===== config.mk =====
export PLATFORM = sky130hd
export DESIGN_NAME = uart_rx_ctrl
export DESIGN_NICKNAME = d
export VERILOG_FILES = /design/src/rtl/uart_rx_ctrl.sv
export SDC_FILE = /design/constraint.sdc
export NUM_CORES = 1
export LEC_CHECK = 0
export CAP_MARGIN = 30
export CORE_MARGIN = 2
export CORE_UTILIZATION = 43
export CTS_CLUSTER_SIZE = 30
export DETAILED_ROUTE_END_ITERATION = 8
export PLACE_DENSITY = 0.83
export SYNTH_ARGS = -nofsm -noshare
export SYNTH_HDL_FRONTEND = slang
export SYNTH_SLANG_ARGS = --single-unit

===== constraint.sdc =====
create_clock -name clk_i -period 3.24 [get_ports clk_i]
set_input_delay 0.324 -clock clk_i [delete_from_list [all_inputs] [get_ports clk_i]]
set_output_delay 0.324 -clock clk_i [all_outputs]
set_load 0.1 [all_outputs]

===== src/rtl/uart_rx_ctrl.sv =====
// -----------------------------------------------------------------------------
// uart_rx_ctrl
//
// Purpose:
//   Sequences and services the UART receive datapath. It sits between the host
//   register interface and the Rx receiver plus Rx FIFO. It gates the receiver
//   enable so that a character in flight always completes. In non-FIFO mode it
//   captures received characters into a holding register; in FIFO mode it pops
//   the FIFO. It also keeps sticky error and overrun status, runs a
//   character-timeout counter and produces one level interrupt.
//
// Build option:
//   UART_RX_CTRL_TIMEOUT_EN - when defined, the character-timeout counter and
//   timeout_o are built. When undefined, timeout_o is tied to 0 and
//   irq_en_i[1] has no effect.
//
// Ports:
//   clk_i, rst_ni        clock, synchronous active-low reset
//   baud_en_i            16x oversample tick (timeout time base)
//   rx_en_i              host Rx enable
//   rx_fifo_en_i         host FIFO-mode select
//   rx_done_i            receiver character-complete pulse
//   rx_busy_i            receiver busy
//   rx_parity_err_i      parity error, valid with rx_done_i
//   rx_stop_err_i        stop error, valid with rx_done_i
//   rx_data_i            received character, valid with rx_done_i
//   rx_fifo_full_i       Rx FIFO full
//   rx_fifo_empty_i      Rx FIFO empty
//   rx_fifo_level_i      Rx FIFO fill level
//   rx_fifo_rdata_i      Rx FIFO head data (first-word fall-through)
//   rd_req_i             host read of the data register (1-cycle pulse)
//   status_clr_i         clear the sticky status (1-cycle pulse)
//   irq_en_i             interrupt enables {error, timeout, data}
//   irq_thresh_i         FIFO-mode data interrupt threshold
//   rx_module_en_o       enable to the receiver
//   rx_fifo_pop_o        FIFO pop (combinational from rd_req_i)
//   rd_data_o            read data, valid with rd_valid_o
//   rd_valid_o           read data valid (1 cycle after rd_req_i)
//   data_ready_o         data available to read
//   overrun_o            sticky overrun
//   parity_err_o         sticky parity error
//   stop_err_o           sticky stop error
//   timeout_o            character-timeout flag
//   irq_o                registered interrupt
// -----------------------------------------------------------------------------
module uart_rx_ctrl #(
  parameter int unsigned MAX_UART_DATA_W = 8,
  parameter int unsigned FIFO_LEVEL_W    = 5,
  parameter int unsigned TIMEOUT_W       = 10,
  parameter int unsigned TIMEOUT_TICKS   = 640
) (
  input  logic                       clk_i,
  input  logic                       rst_ni,
  input  logic                       baud_en_i,
  input  logic                       rx_en_i,
  input  logic                       rx_fifo_en_i,
  input  logic                       rx_done_i,
  input  logic                       rx_busy_i,
  input  logic                       rx_parity_err_i,
  input  logic                       rx_stop_err_i,
  input  logic [MAX_UART_DATA_W-1:0] rx_data_i,
  input  logic                       rx_fifo_full_i,
  input  logic                       rx_fifo_empty_i,
  input  logic [FIFO_LEVEL_W-1:0]    rx_fifo_level_i,
  input  logic [MAX_UART_DATA_W-1:0] rx_fifo_rdata_i,
  input  logic                       rd_req_i,
  input  logic                       status_clr_i,
  input  logic [2:0]                 irq_en_i,
  input  logic [FIFO_LEVEL_W-1:0]    irq_thresh_i,
  output logic                       rx_module_en_o,
  output logic                       rx_fifo_pop_o,
  output logic [MAX_UART_DATA_W-1:0] rd_data_o,
  output logic                       rd_valid_o,
  output logic                       data_ready_o,
  output logic                       overrun_o,
  output logic                       parity_err_o,
  output logic                       stop_err_o,
  output logic                       timeout_o,
  output logic                       irq_o
);

  typedef enum logic [1:0] {
    ST_OFF      = 2'd0,
    ST_RUN      = 2'd1,
    ST_STOPPING = 2'd2
  } state_e;

  state_e                     state_q;
  logic                       module_en_q;

  logic                       mode_q;
  logic [MAX_UART_DATA_W-1:0] hold_q;
  logic                       data_ready_q;
  logic [MAX_UART_DATA_W-1:0] rd_data_q;
  logic                       rd_valid_q;
  logic                       overrun_q;
  logic                       parity_err_q;
  logic                       stop_err_q;
  logic                       irq_q;

  logic                       timeout_q;
  logic                       timeout_irq;
  logic                       mode_change;
  logic                       fifo_pop;
  logic                       capture;
  logic                       overrun_set;
  logic                       data_cond;
  logic                       err_any;

  // ---------------------------------------------------------------------------
  // Enable FSM: once the host drops rx_en_i, the receiver is held enabled
  // until it reports idle, so the character in flight is not cut short.
  // ---------------------------------------------------------------------------
  always_ff @(posedge clk_i) begin
    if (!rst_ni) begin
      state_q     <= ST_OFF;
      module_en_q <= 1'b0;
    end else begin
      unique case (state_q)
        ST_OFF: begin
          if (rx_en_i) begin
            state_q     <= ST_RUN;
            module_en_q <= 1'b1;
          end
        end
        ST_RUN: begin
          if (!rx_en_i) begin
            if (rx_busy_i) begin
              state_q     <= ST_STOPPING;
              module_en_q <= 1'b1;
            end else begin
              state_q     <= ST_OFF;
              module_en_q <= 1'b0;
            end
          end
        end
        ST_STOPPING: begin
          if (rx_en_i) begin
            state_q     <= ST_RUN;
            module_en_q <= 1'b1;
          end else if (!rx_busy_i) begin
            state_q     <= ST_OFF;
            module_en_q <= 1'b0;
          end
        end
        default: begin
          state_q     <= ST_OFF;
          module_en_q <= 1'b0;
        end
      endcase
    end
  end

  // ---------------------------------------------------------------------------
  // Datapath control
  // ---------------------------------------------------------------------------
  assign mode_change = (rx_fifo_en_i != mode_q);
  assign fifo_pop    = rx_fifo_en_i & rd_req_i & ~rx_fifo_empty_i;

  // A read in the same cycle frees the holding register, so the new
  // character is captured instead of being flagged as an overrun.
  assign capture     = ~rx_fifo_en_i & rx_done_i & (~data_ready_q | rd_req_i);
  assign overrun_set = rx_done_i & (rx_fifo_en_i ? rx_fifo_full_i
                                                 : (data_ready_q & ~rd_req_i));

  assign data_cond = rx_fifo_en_i ? (rx_fifo_level_i >= irq_thresh_i) : data_ready_q;
  assign err_any   = overrun_q | parity_err_q | stop_err_q;

  always_ff @(posedge clk_i) begin
    if (!rst_ni) begin
      mode_q       <= 1'b0;
      hold_q       <= '0;
      data_ready_q <= 1'b0;
      rd_data_q    <= '0;
      rd_valid_q   <= 1'b0;
      overrun_q    <= 1'b0;
      parity_err_q <= 1'b0;
      stop_err_q   <= 1'b0;
      irq_q        <= 1'b0;
    end else begin
      mode_q     <= rx_fifo_en_i;
      rd_valid_q <= rd_req_i;

      // A read with nothing available still completes, returning zero.
      if (rd_req_i) begin
        if (rx_fifo_en_i) begin
          rd_data_q <= fifo_pop ? rx_fifo_rdata_i : '0;
        end else begin
          rd_data_q <= data_ready_q ? hold_q : '0;
        end
      end

      if (mode_change) begin
        hold_q       <= '0;
        data_ready_q <= 1'b0;
      end else if (rx_fifo_en_i) begin
        data_ready_q <= ~rx_fifo_empty_i;
      end else if (capture) begin
        hold_q       <= rx_data_i;
        data_ready_q <= 1'b1;
      end else if (rd_req_i) begin
        data_ready_q <= 1'b0;
      end

      // Sticky flags: a set in the same cycle as a clear wins.
      overrun_q    <= overrun_set | (overrun_q & ~status_clr_i);
      parity_err_q <= (rx_done_i & rx_parity_err_i) | (parity_err_q & ~status_clr_i);
      stop_err_q   <= (rx_done_i & rx_stop_err_i) | (stop_err_q & ~status_clr_i);

      irq_q <= (irq_en_i[2] & err_any) | timeout_irq | (irq_en_i[0] & data_cond);
    end
  end

  // ---------------------------------------------------------------------------
  // Character timeout
  // ---------------------------------------------------------------------------
`ifdef UART_RX_CTRL_TIMEOUT_EN
  localparam logic [TIMEOUT_W-1:0] TimeoutLast = TIMEOUT_W'(TIMEOUT_TICKS - 1);

  logic [TIMEOUT_W-1:0] to_cnt_q;

  always_ff @(posedge clk_i) begin
    if (!rst_ni) begin
      to_cnt_q  <= '0;
      timeout_q <= 1'b0;
    end else begin
      if (!data_ready_q || rx_done_i || rd_req_i) begin
        to_cnt_q <= '0;
      end else if (baud_en_i && !rx_busy_i && (to_cnt_q != TimeoutLast)) begin
        to_cnt_q <= to_cnt_q + 1'b1;
      end

      if (!data_ready_q || rd_req_i) begin
        timeout_q <= 1'b0;
      end else if (to_cnt_q == TimeoutLast) begin
        timeout_q <= 1'b1;
      end
    end
  end

  assign timeout_irq = irq_en_i[1] & timeout_q;
`else
  logic unused_timeout_cfg;

  assign timeout_q          = 1'b0;
  assign timeout_irq        = 1'b0;
  assign unused_timeout_cfg = irq_en_i[1] ^ baud_en_i ^ (TIMEOUT_W == 0) ^ (TIMEOUT_TICKS == 0);
`endif

  // ---------------------------------------------------------------------------
  // Outputs
  // ---------------------------------------------------------------------------
  assign rx_module_en_o = module_en_q;
  assign rx_fifo_pop_o  = fifo_pop;
  assign rd_data_o      = rd_data_q;
  assign rd_valid_o     = rd_valid_q;
  assign data_ready_o   = data_ready_q;
  assign overrun_o      = overrun_q;
  assign parity_err_o   = parity_err_q;
  assign stop_err_o     = stop_err_q;
  assign timeout_o      = timeout_q;
  assign irq_o          = irq_q;

endmodule


# After elaboration in Yosys (flattened, before gate mapping)
# Cells that the tools add are included.
# W data, S select, Z words.
# totals
wordCells	69
register_bits	26
out_inout_bits	17
input_bits	42
# op_classes
n_eq_ne	6
muxes	20
n_reduce_logical	5
order_cmp	1
bitwise_logic	26
# ops
operator	n
$mux W8	3
$and A1 B1 Y1	13
$mux W1	10
$mux W2	5
$or A1 B1 Y1	7
$not A1 Y1	6
$pmux W2 S3	1
$ge A5 B5 Y1	1
$ne A2 B2 Y1 const B	2
$ne A3 B3 Y1 const B	1
$pmux W1 S3	1
$reduce_and A3 Y1	1
$reduce_bool A3 Y1	1
$eq A2 B1 Y1 const B	1
$eq A2 B2 Y1 const B	1
$logic_not A2 Y1	1
$reduce_and A2 Y1	1
$reduce_or A2 Y1	1
$ne A1 B1 Y1	1

# Depth between registers and ports, before layout
# Gate-level depths: netlist of run 1.
# depth
depth_word	5
ltp_mapped	5
depth_no_buf	5

# Least setup slack after synthesis of run 1
# Ideal clock, no wire load.
# synth_timing
path_type	register to register
start	register data_ready_q, in the netlist data_ready_o
end	register hold_q[2]
required_time_ps	3114
arrival_ps	1664
synth_period_minus_slack_ps	1790
path_slack_ps	1450
path_stages_with_launch	5
cell_sequence	dfxtp_1 -> nor2b_2 -> clkbuf_2 -> or3b_1 -> a21oi_1
# synth_between
elab_chain_len	4
# synth_lines
element	line_no	source
start, declared	93	logic data_ready_q;
start signal, assigned	197	data_ready_q <= ~rx_fifo_empty_i;
$not A1 Y1	162	assign capture = ~rx_fifo_en_i & rx_done_i & (~data_ready_q | rd_req_i);
$or A1 B1 Y1	162	
$and A1 B1 Y1	162	
$reduce_and A2 Y1 (no line)	-	
end signal, assigned	199	hold_q <= rx_data_i;
end, declared	92	logic [MAX_UART_DATA_W-1:0] hold_q;
# No other way between the ends.
# A chain may end at the register's enable or synchronous reset.

# Worst setup path after layout of run 1
# layout_timing
start	register data_ready_q, in the netlist data_ready_o
end	output port data_ready_o
# layout_lines
element	line_no	source
end, declared	74	output logic data_ready_o,
# No word-level cell between the ends.

==> results.md, run 1 <==
* Global-route wire length before repair at 4620 microns
* Leakage at 0.715 nW
* Post-cts gate resize count at 0
* Relative contribution of combinational cells to total power at 27.3%
* Final routed wire length divided by cell count at roughly 14 microns
* Hold Violations, Final at 0
* Latest clock arrival within the worst-skew pair at 0.32 ns
* Arrival time reported for the critical path endpoint at between 1.5 and 2 ns
* Global-route usage over all layers at 17.7%
* Number of nets with antenna violations after routing at 0
* Final HPWL DP at 2230 microns
* Share of final-layout standard cells stronger than drive strength 1 at 5.59%
* Top layer in use: met4
* Worst path bufs/invs at 1
* Hold path depth at 1
* Setup violation total in the final timing report at 0
* Count of clock tree sinks at 26
* Worst Hold Launch: state_q[1]
* CTS H-tree lvls at 1
* Total Power Consumption at a little under 0.0007 W
* Yosys warns at 0
* Met1 routed wirelength after detailed routing at between 1000 and 1500 microns
* Worst-path cell chain: clkdlybuf4s50_1
* Endpoint with the worst hold slack: state_q[0]
* Net switching power at 0.000213 W
* Amount of wire on met2 after detailed routing at ~1500 microns
* Worst supply voltage drop on vdd at approximately 0.34 mV
* Final total negative setup slack at 0 ns
* Number of buffers added for setup after CTS at 0
* Leading post-synthesis cells by instance count: dfxtp_1, a22o_1, a21oi_1
* Power density over cell area at about 390 mW/mm^2
* Area leader, netlist: dfxtp_1
* Count of hold-fix buffers inserted at cts at 0
* Root buffer cell: clkbuf_4
* Final wirelength at roughly 2800 microns
* Number of primary I/O pins at between 50 and 60
* Filler instances at 234
* Max-slew headroom at 34.8%
* Delay of the slowest cell on the worst path at 1.15 ns
* Final antenna diode count at 0
* Floorplan Core Area at about 0.0027 sq mm
* Critical Path Sink Type: output pin
* Cell area after technology mapping at 0.00123 sq mm
* Launching element type of the critical path: register
* Sequential share of the synthesized area at 42.4%
* Internal Power at 0.000481 W
* Number of global-route vias before repair at about 1.1k
* Worst reg2reg path depth at 3
* Die area at 0.00330 sq mm
* Post-synthesis cell type count at 36
* RR Startpoint: data_ready_o
* Crit path max fanout at 5
* Total of max-cap violations at 0
* Number of buffers inserted by port buffering at 55
* DR pass1 iterations at 4
* Net total in the final layout at 227
* Worst-case clock skew at roughly 0.0034 ns
* RSZ-0062 raised after global routing: no
* Final clock period utilization by the worst path at 67.8%
* Top delay family on crit path: buffers and inverters
* Class of the tightest hold or removal check: register to register
* Starting density of the core at 44.9%
* WL met3 at 148 microns
* Via total after detailed routing at 1102
* Inserted Clock Buffers at 3
* Core Util, Final at 65.8%
* Outcome: finished clean
* Max-slew violations at 0
* Area share of the largest cell type after synthesis at 42.4%
* Slew @ Worst Pin at between 0.9 and 1 ns
* Post-Syn Area per Cell at 9.60 sq um
* Cell types occupying the most area after synthesis: dfxtp_1, a22o_1, or3b_1
* Post-layout minimum cycle time at ~2.2 ns
* Clock transition at the registers of the reported paths at 0.14 ns
* Required time of the critical path at approximately 2.9 ns
* Residual DRC at 0
* Sw Ratio at 30.8%
* Site row count at 19
* Overall overflow remaining after global route at 0
* Clock tree from TritonCTS: built
* Fraction of registers with async set or reset after synthesis at 0%
* Clock share of power at between 20% and 30%
* Endpoint of the worst register-to-register path: hold_q[7]
* First DRT Iteration DRCs at 16
* Proportion of power drawn by flip-flops and latches at 48.9%
* Vias/cell at 5.25
* Max Fclk at 455 MHz
* Most frequent cell after synthesis: dfxtp_1
* Die span in x at 57.5 microns
* Slowest CP cell: clkdlybuf4s50_1
* Routability-driven placement congestion ratio at about 0.83
* Hold slack at 0.486 ns
* Maximum number of pins on one net before global-route repair at 19
* Number of storage elements in the synthesis netlist at 26
* Maximum clock insertion buffer count at 2
* Setup slack of the worst register-to-register path at 2.01 ns
* Die Y at 57.5 microns
* Critical Setup Path Class: register to output pin
* Number of antenna violations at the first check in global routing at 0
* Layout overhead on the synthesized area at 46.3%
* Number of cells produced by synthesis at approximately 130
* Count of flip-flops with a built-in enable after synthesis at 0
* Post-synthesis net count at around 180
* Top flip-flop cell by instance count after synthesis: dfxtp_1
-- through the flow --
step                instance area, sq um  cells  setup slack, ns
floorplan                           1230    128             1.45
global placement                    1760    206             1.22
detailed placement                  1760    206             1.20
CTS                                 1800    210             1.03
global route                        1800    210            0.974
finish                              1800    210             1.04
-- worst register-to-register path, stage by stage (launching register included) --
cell and delay [ns]:
dfxtp_1 0.39, nor2b_2 0.45, o21ai_0 0.16, a21oi_1 0.17
-- cell usage in the layout (no fill, tap or decap), drive strengths merged, types with 2 or more instances in the layout --
| cell | Yosys | routed |
|---|---|---|
| nand2b | 2 | 2 |
| and2 | 3 | 3 |
| o21ai | 11 | 11 |
| a21oi | 12 | 12 |
| and3b | 3 | 3 |
| ha | 5 | 5 |
| a22oi | 2 | 2 |
| a22o | 16 | 16 |
| inv | 8 | 8 |
| clkbuf | 2 | 4 |
| or3b | 8 | 8 |
| xnor2 | 2 | 2 |
| clkdlybuf4s50 | 0 | 54 |
| nand2 | 6 | 6 |
| dfxtp | 26 | 26 |
| nor2b | 3 | 3 |
-- how the worst max path moves through the flow --
stage                            start            end  slack [ns]  cells after the start
final                     data_ready_o   data_ready_o        1.04                      1
after global routing      data_ready_o   data_ready_o        0.97                      1
after CTS                 data_ready_o   data_ready_o        1.03                      1
after detailed placement  rx_fifo_en_i  rx_fifo_pop_o        1.20                      3
after global placement    rx_fifo_en_i  rx_fifo_pop_o        1.22                      3
after floorplan           data_ready_o      hold_q[2]        1.45                      4
-- kinds of logic after synthesis --
| family | Yosys count | share of synthesized area, % |
|---|---|---|
| fa+ha+maj | 5 | 5.09 |
| simple gates | 30 | 17.2 |
| xor+xnor | 3 | 2.14 |
| flops | 26 | 42.4 |
| buf+inv | 16 | 6.82 |
| other cells | 1 | 0.305 |
| compound gates | 47 | 26.1 |
-- power by group through the flow --
| stage | registers (W) | logic (W) | clock network, W |
|---|---|---|---|
| final | 0.000340 | 0.000189 | 0.000165 |
| after CTS | 0.000340 | 0.000191 | 0.000170 |
| after detailed placement | 0.000347 | 0.000190 | 0 |
| after global routing | 0.000341 | 0.000201 | 0.000179 |
| after global placement | 0.000346 | 0.000185 | 0 |
| after floorplan | 0.000404 | 0.0000592 | 0 |
-- final cells by class --
class | instances | area (sq um) | area share [%]
Tap cell | 31 | 38.8 | 2.16
Inverter | 8 | 30.0 | 1.67
Multi-Input combinational cell | 86 | 624 | 34.7
Clock buffer | 4 | 36.3 | 2.02
Sequential cell | 26 | 520 | 28.9
Timing Repair Buffer | 55 | 548 | 30.5
-- per-layer routing --
metal | global-route usage, % | vias to the layer above
li1 | - | 563
met1 | 20.2 | 503
met2 | 32.6 | 31
met3 | 3.63 | 5
met4 | 5.98 | 0
met5 | 0 | -
-- sequential cells by signal, indices dropped and copies added, names as in the netlist --
signal,cells
irq_o,1
data_ready_o,1
mode_q,1
rd_valid_o,1
state_q,2
rx_module_en_o,1
parity_err_o,1
stop_err_o,1
rd_data_o,8
hold_q,8
overrun_o,1
Power figures use the tool's default switching activity.
==> run 2: changes to the inputs <==
- CORE_UTILIZATION: 43 -> 36
- PLACE_DENSITY: 0.83 -> 0.74
- clock period: 3.24 -> 1.9 ns (I/O delays scaled with it)
==> results.md, run 2 (synthesis results as in run 1) <==
* Outcome: finished clean
* Starting density of the core at 37.1% (-7.8 points)
* Slowest CP cell: clkdlybuf4s50_1
* Root buffer cell: clkbuf_4
* Global-route usage over all layers at 15.4% (-2.3 points)
* Maximum number of pins on one net before global-route repair at 18 (-1)
* Worst reg2reg path depth at 3 (unchanged)
* Net total in the final layout at 229 (+0.88%)
* Routability-driven placement congestion ratio at 0.764 (-8.0%)
* Worst Hold Launch: rx_busy_i
* Count of clock tree sinks at 26 (unchanged)
* Number of nets with antenna violations after routing at 0 (unchanged)
* Global-route wire length before repair at 4850 microns (+4.9%)
* RSZ-0062 raised after global routing: no
* Hold path depth at 3 (+2)
* Hold slack at 0.446 ns (-0.0402 ns)
* Launching element type of the critical path: input port
* Post-layout minimum cycle time at 1.62 ns
* Clock transition at the registers of the reported paths at 0.14 ns (about the same)
* Maximum clock insertion buffer count at 2 (unchanged)
* Residual DRC at 0 (unchanged)
* Share of final-layout standard cells stronger than drive strength 1 at 14.9% (+9.3 points)
* Site row count at 21 (+2)
* Required time of the critical path at 1.71 ns (-1.21 ns)
* Worst-path cell chain: clkdlybuf4s50_1, and3b_1, buf_12
* Vias/cell at 4.90 (-6.6%)
* Endpoint with the worst hold slack: state_q[1]
* Arrival time reported for the critical path endpoint at 1.43 ns (-0.44 ns)
* Die area at 0.00390 sq mm (+18%)
* Count of hold-fix buffers inserted at cts at 0 (unchanged)
* Worst path bufs/invs at 2 (+1)
* RR Startpoint: data_ready_o
* Floorplan Core Area at 0.00331 sq mm (+21%)
* DR pass1 iterations at 4 (unchanged)
* CTS H-tree lvls at 1 (unchanged)
* Layout overhead on the synthesized area at 47.0%
* Number of global-route vias before repair at 1081 (-1.0%)
* Endpoint of the worst register-to-register path: hold_q[6]
* Final HPWL DP at 2310 microns (+3.5%)
* Via total after detailed routing at 1112 (+0.91%)
* Overall overflow remaining after global route at 0 (unchanged)
* Power density over cell area at 652 mW/mm^2 (+69%)
* Hold Violations, Final at 0 (unchanged)
* Delay of the slowest cell on the worst path at 0.56 ns (-0.59 ns)
* Filler instances at 339 (+45%)
* Critical Path Sink Type: output pin
* Latest clock arrival within the worst-skew pair at 0.31 ns (about the same)
* Critical Setup Path Class: input port to output pin
* Post-cts gate resize count at 0 (unchanged)
* Final routed wire length divided by cell count at 12.8 microns (-5.2%)
* Most common library cell in the layout ignoring fill and taps: clkdlybuf4s50_1
* Final wirelength at 2920 microns (+2.5%)
* Worst-case clock skew at 0.00453 ns (+0.00116 ns)
* Class of the tightest hold or removal check: input port to register
* Max Fclk at 618 MHz
* Number of buffers inserted by port buffering at 55 (unchanged)
* Highest-count cells in the layout ignoring fill and taps: clkdlybuf4s50_1, dfxtp_1, buf_4
* Leakage at 0.755 nW (+5.6%)
* Number of buffers added for setup after CTS at 0 (unchanged)
* Setup violation total in the final timing report at 0 (unchanged)
* Number of primary I/O pins at 59 (unchanged)
* Total area of sequential cells at 520 sq um (unchanged)
* Worst supply voltage drop on vdd at 0.346 mV (+1.6%)
* Final total negative setup slack at 0 ns (unchanged)
* Final antenna diode count at 0 (unchanged)
* Clock tree from TritonCTS: built
* Top delay family on crit path: buffers and inverters
* Crit path max fanout at 9 (+4)
* Inserted Clock Buffers at 3 (unchanged)
* Max-slew violations at 0 (unchanged)
* First DRT Iteration DRCs at 19 (+3)
* Final clock period utilization by the worst path at 85.1%
* Total of max-cap violations at 0 (unchanged)
* Number of antenna violations at the first check in global routing at 0 (unchanged)
* Setup slack of the worst register-to-register path at 0.63 ns (-1.38 ns)
* Multi-input gate area at 624 sq um (unchanged)
* Die Y at 62.4 microns (+8.6%)
* Die span in x at 62.4 microns (+8.6%)
[run 2: worst max path at each step]
stage	startpoint	to	slack (ns)	cells past startpoint
2_1_floorplan	data_ready_o	hold_q[2]	0.11	4
3_3_place_gp	rd_req_i	rd_data_o[6]	0.29	4
3_5_place_dp	rd_req_i	rd_data_o[6]	0.27	4
4_1_cts	rd_req_i	rx_fifo_pop_o	0.27	3
5_1_grt	rd_req_i	rx_fifo_pop_o	0.21	3
6_report	rd_req_i	rx_fifo_pop_o	0.28	3
[run 2: final cells by class]
cell class,count,area share (%)
Clock buffer,4,2.01
Inverter,8,1.66
Multi-Input combinational cell,86,34.6
Sequential cell,26,28.8
Tap cell,46,3.19
Timing Repair Buffer,57,29.8
[run 2: worst min-delay path: stages]
cell and delay, ns:
clkdlybuf4s50_1 0.42, nand2_1 0.08, nor3_1 0.05
[run 2: routing by layer]
metal  vias up  GRT usage, %  share of wire (%)
li1        569             -                  -
met1       515          17.3                 43
met2        26          28.2                 52
met3         2          3.60                4.6
met4         0          5.83               0.99
met5         -             0                  0
[run 2: per-stage QoR]
stage | total power, W | instance area [sq um] | instances | utilization, % | setup WS [ns]
CTS | 0.00119 | 1810 | 227 | 54.6 | 0.270
global route | 0.00123 | 1810 | 227 | 54.6 | 0.213
detailed placement | 0.000915 | 1770 | 223 | 53.5 | 0.267
floorplan | 0.000790 | 1230 | 128 | - | 0.110
finish | 0.00118 | 1810 | 227 | 54.6 | 0.282
global placement | 0.000908 | 1770 | 223 | 53.5 | 0.290
[run 2: report_power, final]
part	leakage [nW]	total, W	internal (W)	switching [W]
logic	0.522	0.000322	0.000136	0.000186
registers	0.212	0.000580	0.000567	0.0000137
clock network	0.0210	0.000275	0.000117	0.000158
